--- src/rtl/des_round_sequencer.sv ---
// Control FSM that walks the DES round datapath through load, 16 rounds of
// expand/keymix/sbox/perm/update, and the final permutation for one block.
module des_round_sequencer #(
  parameter int STAGE_TIMEOUT = 15
) (
  input  logic       clk,
  input  logic       rst,
  input  logic       Start,
  input  logic       Decrypt,
  input  logic       Expansion_Finish,
  input  logic       Key_Finish,
  input  logic       Sbox_Finish,
  input  logic       Perm_Finish,
  output logic       Busy,
  output logic       Done,
  output logic       Error,
  output logic [3:0] Round,
  output logic [3:0] Subkey_Index,
  output logic       Load_Strobe,
  output logic       Expansion_Select,
  output logic       Key_Select,
  output logic       Sbox_Select,
  output logic       Perm_Select,
  output logic       Round_Update,
  output logic       Swap_Skip,
  output logic       Final_Strobe
);

  localparam logic [3:0] S_IDLE   = 4'd0;
  localparam logic [3:0] S_LOAD   = 4'd1;
  localparam logic [3:0] S_EXPAND = 4'd2;
  localparam logic [3:0] S_KEYMIX = 4'd3;
  localparam logic [3:0] S_SBOX   = 4'd4;
  localparam logic [3:0] S_PERM   = 4'd5;
  localparam logic [3:0] S_UPDATE = 4'd6;
  localparam logic [3:0] S_FINAL  = 4'd7;
  localparam logic [3:0] S_DONE   = 4'd8;
  localparam logic [3:0] S_ERROR  = 4'd9;

  // Last wait count still inside the window; one more miss means timeout.
  localparam logic [7:0] WAIT_LAST = 8'(STAGE_TIMEOUT - 1);

  logic [3:0] r_state;
  logic [3:0] r_round;
  logic [7:0] r_wait;
  logic       r_decrypt;
  logic       r_error;

  logic       w_in_stage;
  logic       w_finish;
  logic [3:0] w_stage_next;

  // Only the flag belonging to the current stage is looked at.
  always_comb begin
    w_in_stage   = 1'b1;
    w_finish     = 1'b0;
    w_stage_next = S_IDLE;
    case (r_state)
      S_EXPAND: begin w_finish = Expansion_Finish; w_stage_next = S_KEYMIX; end
      S_KEYMIX: begin w_finish = Key_Finish;       w_stage_next = S_SBOX;   end
      S_SBOX:   begin w_finish = Sbox_Finish;      w_stage_next = S_PERM;   end
      S_PERM:   begin w_finish = Perm_Finish;      w_stage_next = S_UPDATE; end
      default:  w_in_stage = 1'b0;
    endcase
  end

  // NOTE: state registers use non-blocking assignments so every flop samples
  // pre-edge values regardless of statement order.
  always_ff @(posedge clk) begin
    if (rst) begin
      r_state   <= S_IDLE;
      r_round   <= 4'd0;
      r_wait    <= 8'd0;
      r_decrypt <= 1'b0;
      r_error   <= 1'b0;
    end else begin
      case (r_state)
        S_IDLE: begin
          if (Start) begin
            r_decrypt <= Decrypt;
            r_round   <= 4'd0;
            r_error   <= 1'b0;
            r_state   <= S_LOAD;
          end
        end
        S_LOAD: begin
          r_wait  <= 8'd0;
          r_state <= S_EXPAND;
        end
        S_UPDATE: begin
          if (r_round == 4'd15) begin
            r_state <= S_FINAL;
          end else begin
            r_round <= r_round + 4'd1;
            r_wait  <= 8'd0;
            r_state <= S_EXPAND;
          end
        end
        S_FINAL: r_state <= S_DONE;
        S_DONE:  r_state <= S_IDLE;
        S_ERROR: r_state <= S_IDLE;
        default: begin
          if (w_in_stage) begin
            if (w_finish) begin
              r_wait  <= 8'd0;
              r_state <= w_stage_next;
            end else if (r_wait == WAIT_LAST) begin
              r_error <= 1'b1;
              r_state <= S_ERROR;
            end else begin
              r_wait <= r_wait + 8'd1;
            end
          end else begin
            r_state <= S_IDLE;
          end
        end
      endcase
    end
  end

  assign Busy             = (r_state != S_IDLE);
  assign Done             = (r_state == S_DONE);
  assign Error            = r_error;
  assign Round            = r_round;
  assign Subkey_Index     = r_decrypt ? (4'd15 - r_round) : r_round;
  assign Load_Strobe      = (r_state == S_LOAD);
  assign Expansion_Select = (r_state == S_EXPAND);
  assign Key_Select       = (r_state == S_KEYMIX);
  assign Sbox_Select      = (r_state == S_SBOX);
  assign Perm_Select      = (r_state == S_PERM);
  assign Round_Update     = (r_state == S_UPDATE);
  assign Swap_Skip        = (r_state == S_UPDATE) && (r_round == 4'd15);
  assign Final_Strobe     = (r_state == S_FINAL);

endmodule

--- config.mk ---
export PLATFORM = sky130hd
export DESIGN_NAME = des_round_sequencer
export DESIGN_NICKNAME = d
export VERILOG_FILES = /design/src/rtl/des_round_sequencer.sv
export SDC_FILE = /design/constraint.sdc
export NUM_CORES = 1
export LEC_CHECK = 0
export BUFFER_PORTS_ARGS = -buffer_cell sky130_fd_sc_hd__buf_2
export CORE_MARGIN = 5
export CORE_UTILIZATION = 52
export DETAILED_ROUTE_END_ITERATION = 10
export GPL_ROUTABILITY_DRIVEN = 0
export GPL_TIMING_DRIVEN = 0
export PLACE_DENSITY_LB_ADDON = 0.25
export SYNTH_ARGS = -nofsm -noshare
export SYNTH_HDL_FRONTEND = slang
export SYNTH_SLANG_ARGS = --single-unit
--- constraint.sdc ---
create_clock -name clk -period 2.65 [get_ports clk]
set_input_delay 0.1325 -clock clk [delete_from_list [all_inputs] [get_ports clk]]
set_output_delay 0.1325 -clock clk [all_outputs]
set_load 0.02 [all_outputs]
# Word level (Yosys, flattened, before mapping)
# Index checks and enable logic that the tools add are counted.
totals:
  ff_bits: 18
  latch_bits: 0
  mem_bits_rw: 0
  mem_bits_ro: 0
  input_bits: 8
  output_inout_bits: 19
  wordCells: 65
  n_memories: 0
classes:
  n_addsub: 3
  multipliers: 0
  n_div: 0
  n_lt_le_gt_ge: 0
  eq_ne: 16
  shift: 0
  mux: 23
  bitwise_logic: 2
  n_reduce_logical: 16
ops:
  columns: ["operator", "count"]
  rows:
  - ["2-to-1 mux 8 bit", 4]
  - ["2-to-1 mux 4 bit", 7]
  - ["case mux 8 bit (3 select lines)", 1]
  - ["case mux 4 bit (5 select lines)", 1]
  - ["== test 4 x 3 -> 1 bit, second input constant", 4]
  - ["== test 4 bit, second input constant", 3]
  - ["case mux 3 bit (4 select lines)", 1]
  - ["adder 8 x 1 -> 8 bit, second input constant", 1]
  - ["== test 4 x 2 -> 1 bit, second input constant", 2]
  - ["== test 8 x 4 -> 1 bit, second input constant", 1]
  - ["inequality test 8 x 5 -> 1 bit, second input constant", 1]
  - ["case mux 4 bit (2 select lines)", 1]
  - ["OR reduction 4 bit", 2]
  - ["nonzero test 2 bit", 3]
  - ["2-to-1 mux 1 bit", 5]
  - ["AND reduction 5 bit", 1]
  - ["OR reduction 5 bit", 1]
  - ["adder 4 x 1 -> 4 bit, second input constant", 1]
  - ["== test 4 x 1 -> 1 bit, second input constant", 1]
  - ["zero test 4 bit", 1]
  - ["inequality test 2 bit, second input constant", 2]
  - ["inequality test 4 bit, second input constant", 1]
  - ["case mux 1 bit (4 select lines)", 1]
  - ["AND reduction 2 bit", 2]
  - ["other kinds (11)", 12]

# Logic depth before layout (Yosys ltp)
logic_depth:
  depth_word: 5
  mapped_depth: 7
  mapped_depth_nobuf: 6

# Least setup slack after synthesis
# No wires, ideal clock.
synth_timing:
  path_kind: "register -> register"
  startpoint: "register r_round[0], in the netlist Round[0]"
  endpoint: "register r_round[1], in the netlist Round[1]"
  setup_ns: 0.071
  arrival_ns: 2.064
  required_ns: 2.579
  path_slack_ns: 0.515
  stages_incl_launch_ff: 6
  path_buffers: 0
  synth_period_minus_slack_ns: 2.135
  cell_sequence: "dfxtp_1 ha_1 nand3_1 nor4_1 o21ai_0 a21oi_1"
synth_via:
  elab_chain_len: 3
  word_cells_on_any_way: 6
  classes_between: "add/sub (1); eq/ne (2); mux (2); reduce/logical (1)"
synth_lines:
  columns: ["item", "line_no", "source"]
  rows:
  - ["start: declaration", "44", "logic [3:0] r_round;"]
  - ["start signal: assignment", "94", "r_round <= r_round + 4'd1;"]
  - ["adder 4 x 1 -> 4 bit / == test 4 bit (equally long branches)", "94, 91", null]
  - ["2-to-1 mux 4 bit / inequality test 2 bit (equally long branches)", null, null]
  - ["case mux 4 bit (2 select lines) / AND reduction 3 bit (equally long branches)", null, null]
# Several ways; a longest one is shown, not always the timed one. The select of a mux whose other input is x is not followed.
# A chain may end at the register's enable or synchronous reset.

# Worst setup path in the final report
layout_timing:
  startpoint: "register r_state[0]"
  endpoint: "register r_wait[0]"
layout_via:
  elab_chain_len: 5
  word_cells_on_any_way: 22
  classes_between: "eq/ne (11); mux (5); bitwise (1); reduce/logical (5)"
layout_lines:
  columns: ["item", "line_no", "source"]
  rows:
  - ["start: declaration", "43", "logic [3:0] r_state;"]
  - ["start signal: assignment", "106", "r_state <= w_stage_next;"]
  - ["== test 4 x 3 -> 1 bit / == test 4 x 2 -> 1 bit (equally long branches)", "58", "case (r_state)"]
  - ["case mux 1 bit (4 select lines) / OR reduction 4 bit (equally long branches)", null, null]
  - ["2-to-1 mux 8 bit / 2-to-1 mux 1 bit (equally long branches)", "104, 58", null]
  - ["2-to-1 mux 8 bit / nonzero test 3 bit (equally long branches)", null, null]
  - ["case mux 8 bit (3 select lines) / AND reduction 4 bit (equally long branches)", null, null]
  - ["end signal: assignment", "111", "r_wait <= r_wait + 8'd1;"]
  - ["end: declaration", "45", "logic [7:0] r_wait;"]
# Several ways; a longest one is shown, not always the timed one. The select of a mux whose other input is x is not followed.

==> impl_metrics.env <==
export IMPL_status="completed"
export IMPL_cts_resized=0
export IMPL_total_power_mw=0.677
export IMPL_die_height_um=57.3
export IMPL_synth_ff_type="dfxtp_1"
export IMPL_num_rows=17
export IMPL_post_dp_hpwl_um=2350
export IMPL_num_fill_cells=199
export IMPL_antenna_found_initial=0
export IMPL_criticalPathCategory="flop to flop"
export IMPL_core_um2=2170
export IMPL_r2r_cells=6
export IMPL_min_to="r_decrypt"
export IMPL_fin_crit_ns=2.07
export IMPL_fin_skew_ns=0.00204
export IMPL_grt_first_pass_wirelength_um=5170
export IMPL_cts_tree="built"
export IMPL_synth_edf_count=0
export IMPL_p_per_area_nw_per_um2=497
export IMPL_route_detailed_drc=0
export IMPL_post_cts_buffers=0
export IMPL_avgSynthCellArea_um2=7.69
export IMPL_setup_ws_ns=0.581
export IMPL_area_delta_synth_final_pct=17.3
export IMPL_yosysTopAreaCell="dfxtp_1"
export IMPL_via_per_inst=6.06
export IMPL_critical_path_arrival_ns=2.28
export IMPL_ys_seq_area_share_pct=31.0
export IMPL_worstReg2RegStart="r_state[0]"
export IMPL_worstReg2RegEnd="r_wait[0]"
export IMPL_gr_total_overflow=0
export IMPL_initial_core_util_pct=53.5
export IMPL_clock_path_buffers=2
export IMPL_drive_above_1_share_pct=19.9
export IMPL_numCtsBuffers=3
export IMPL_drv_slew=0
export IMPL_dieWidth_um=57.3
export IMPL_drt_iter0_drc=42
export IMPL_clock_sinks=18
export IMPL_yosysWarnings=0
export IMPL_relSlewSlack_pct=54.3
export IMPL_required_ns=2.86
export IMPL_synthCells=151
export IMPL_worst_setup_path_end_kind="flop"
export IMPL_fin_crit_sh_pct=78.1
export IMPL_antenna_cells=0
export IMPL_tns_ns=0
export IMPL_dr_pass1_iters=4
export IMPL_path_max_fanout=10
export IMPL_portBuffers=26
export IMPL_root_buffer="clkbuf_4"
export IMPL_clk_latency_ns=0.29
export IMPL_vias=1266
export IMPL_hold_violations=0
export IMPL_synth_area_leaders="dfxtp_1 31%, a21oi_1 6.0%, o32ai_1 5.3%"
export IMPL_grt_usage_pct=18.9
export IMPL_ys_types=40
export IMPL_maxCapViolCount=0
export IMPL_p_leak_nw=0.550
export IMPL_worst_pin_slew_ns=0.684
export IMPL_setup_violations=0
export IMPL_synth_nets=162
export IMPL_synth_seq_cells=18
export IMPL_hold_depth=3
export IMPL_wirelength_um=3010
export IMPL_rsz0062_at_grt="false"
export IMPL_grt_max_degree=11
export IMPL_grt_pass1_vias=1158
export IMPL_rrSetupSlack_ns=0.58
export IMPL_peakVddDrop_mv=0.380
export IMPL_holdBufCountCts=0
export IMPL_antenna_left=0
export IMPL_hold_class="input pin to flop"
export IMPL_syn_area_um2=1160
export IMPL_fmax_mhz=483
export IMPL_yosysTopAreaCellShare_pct=31.0
export IMPL_path_clk_slew_ns=0.11
export IMPL_startpoint_type="flop"
export IMPL_wl_per_cell_um=14.4
export IMPL_worstHoldStart="Decrypt"
export IMPL_nNetsFinal=193
export IMPL_htreeDepth=1
export IMPL_num_io_pins=27
export IMPL_die_area_um2=3280
export IMPL_pre_cts_ws_ns=0.626
export IMPL_async_flop_share_pct=0
[layout make-up]
class / instances / area (um2) / area share [%]
Buffer: 8 / 35.0 / 2.57
Clock buffer: 4 / 36.3 / 2.66
Inverter: 9 / 33.8 / 2.48
Multi-Input combinational cell: 116 / 732 / 53.7
Sequential cell: 18 / 360 / 26.4
Tap cell: 28 / 35.0 / 2.57
Timing Repair Buffer: 26 / 130 / 9.55
[power breakdown]
group	switching, mW	internal (mW)
combinational	0.149	0.0763
sequential	0.00367	0.279
clock	0.0864	0.0837
total	0.239	0.439
[state kept, by name, indices dropped and copies added (netlist names)]
register   flops
r_wait         8
Round          4
r_state        4
Error          1
r_decrypt      1
[synth_stat cells (all sizes together) (3+ instances only)]
cell     n
nand2   11
nand3    8
xor2     5
nand4    3
nor2    13
clkbuf   6
o21ai    4
inv      9
ha       3
a31oi    3
nand2b   5
dfxtp   18
nor3     9
o32ai    7
a21oi   14
or3      4
[worst max-delay path, stage by stage (launching register included)]
cell and delay (ns):
dfxtp_1 0.32, clkbuf_1 0.28, buf_2 0.28, a31oi_1 0.08, o32ai_1 0.60, a21oi_1 0.14
a211oi_1 0.28
[metal layers]
metal | track usage, % | up-vias | share of wire [%]
met5 | 0 | - | 0
met4 | 4.97 | 0 | 0
met3 | 2.94 | 0 | 7.2
met2 | 31.6 | 47 | 49
met1 | 25.2 | 597 | 44
li1 | - | 622 | -
[placed cells by master (no fill, tap or decap), drive strengths merged, types with 2 or more instances in the layout]
cell type and n:
ha 3, clkbuf 10, a31oi 3, xor2 5
nor4 2, and2 2, buf 28, nand3 8
inv 9, a311oi 2, nand2b 5, a211oi 2
nor3 9, or3 4, nand2 11, nor2 13
o32ai 7, dfxtp 18, or4 2, nand4 3
o21ai 4, nor2b 2, mux2i 2, a21oi 14
[worst max-delay path by stage]
stage / slack (ns) / cells past startpoint / from / end
after global placement: 0.66 / 6 / r_state[0] / r_wait[0]
after global routing: 0.36 / 7 / r_state[0] / r_wait[0]
after detailed placement: 0.63 / 7 / r_state[0] / r_wait[0]
after CTS: 0.59 / 7 / r_state[0] / r_wait[0]
final: 0.58 / 6 / r_state[0] / r_wait[0]
after floorplan: 0.52 / 5 / Round[0] / Round[1]
[per-stage QoR]
step	hold WS [ns]	instances	utilization (%)	area, um2
final	0.0973	209	62.8	1360
after detailed placement	0.411	205	61.1	1330
after CTS	0.0910	209	62.8	1360
after global routing	0.0913	209	62.8	1360
after floorplan	0.280	151	-	1160
after global placement	0.411	205	61.1	1330
[logic make-up (layout without fill, tap and decap cells)]
logic type	after synthesis	in the layout	share of synthesized area [%]
muxes	2	2	1.72
xor gates and xnor gates	6	6	4.53
DFF	18	18	31.0
buffers and inverters	17	47	5.93
adders and majority gates	3	3	3.23
and+or+nand+nor	66	66	31.1
AOI/OAI and AO/OA	39	39	22.4
(Power assumes the default switching activity.)
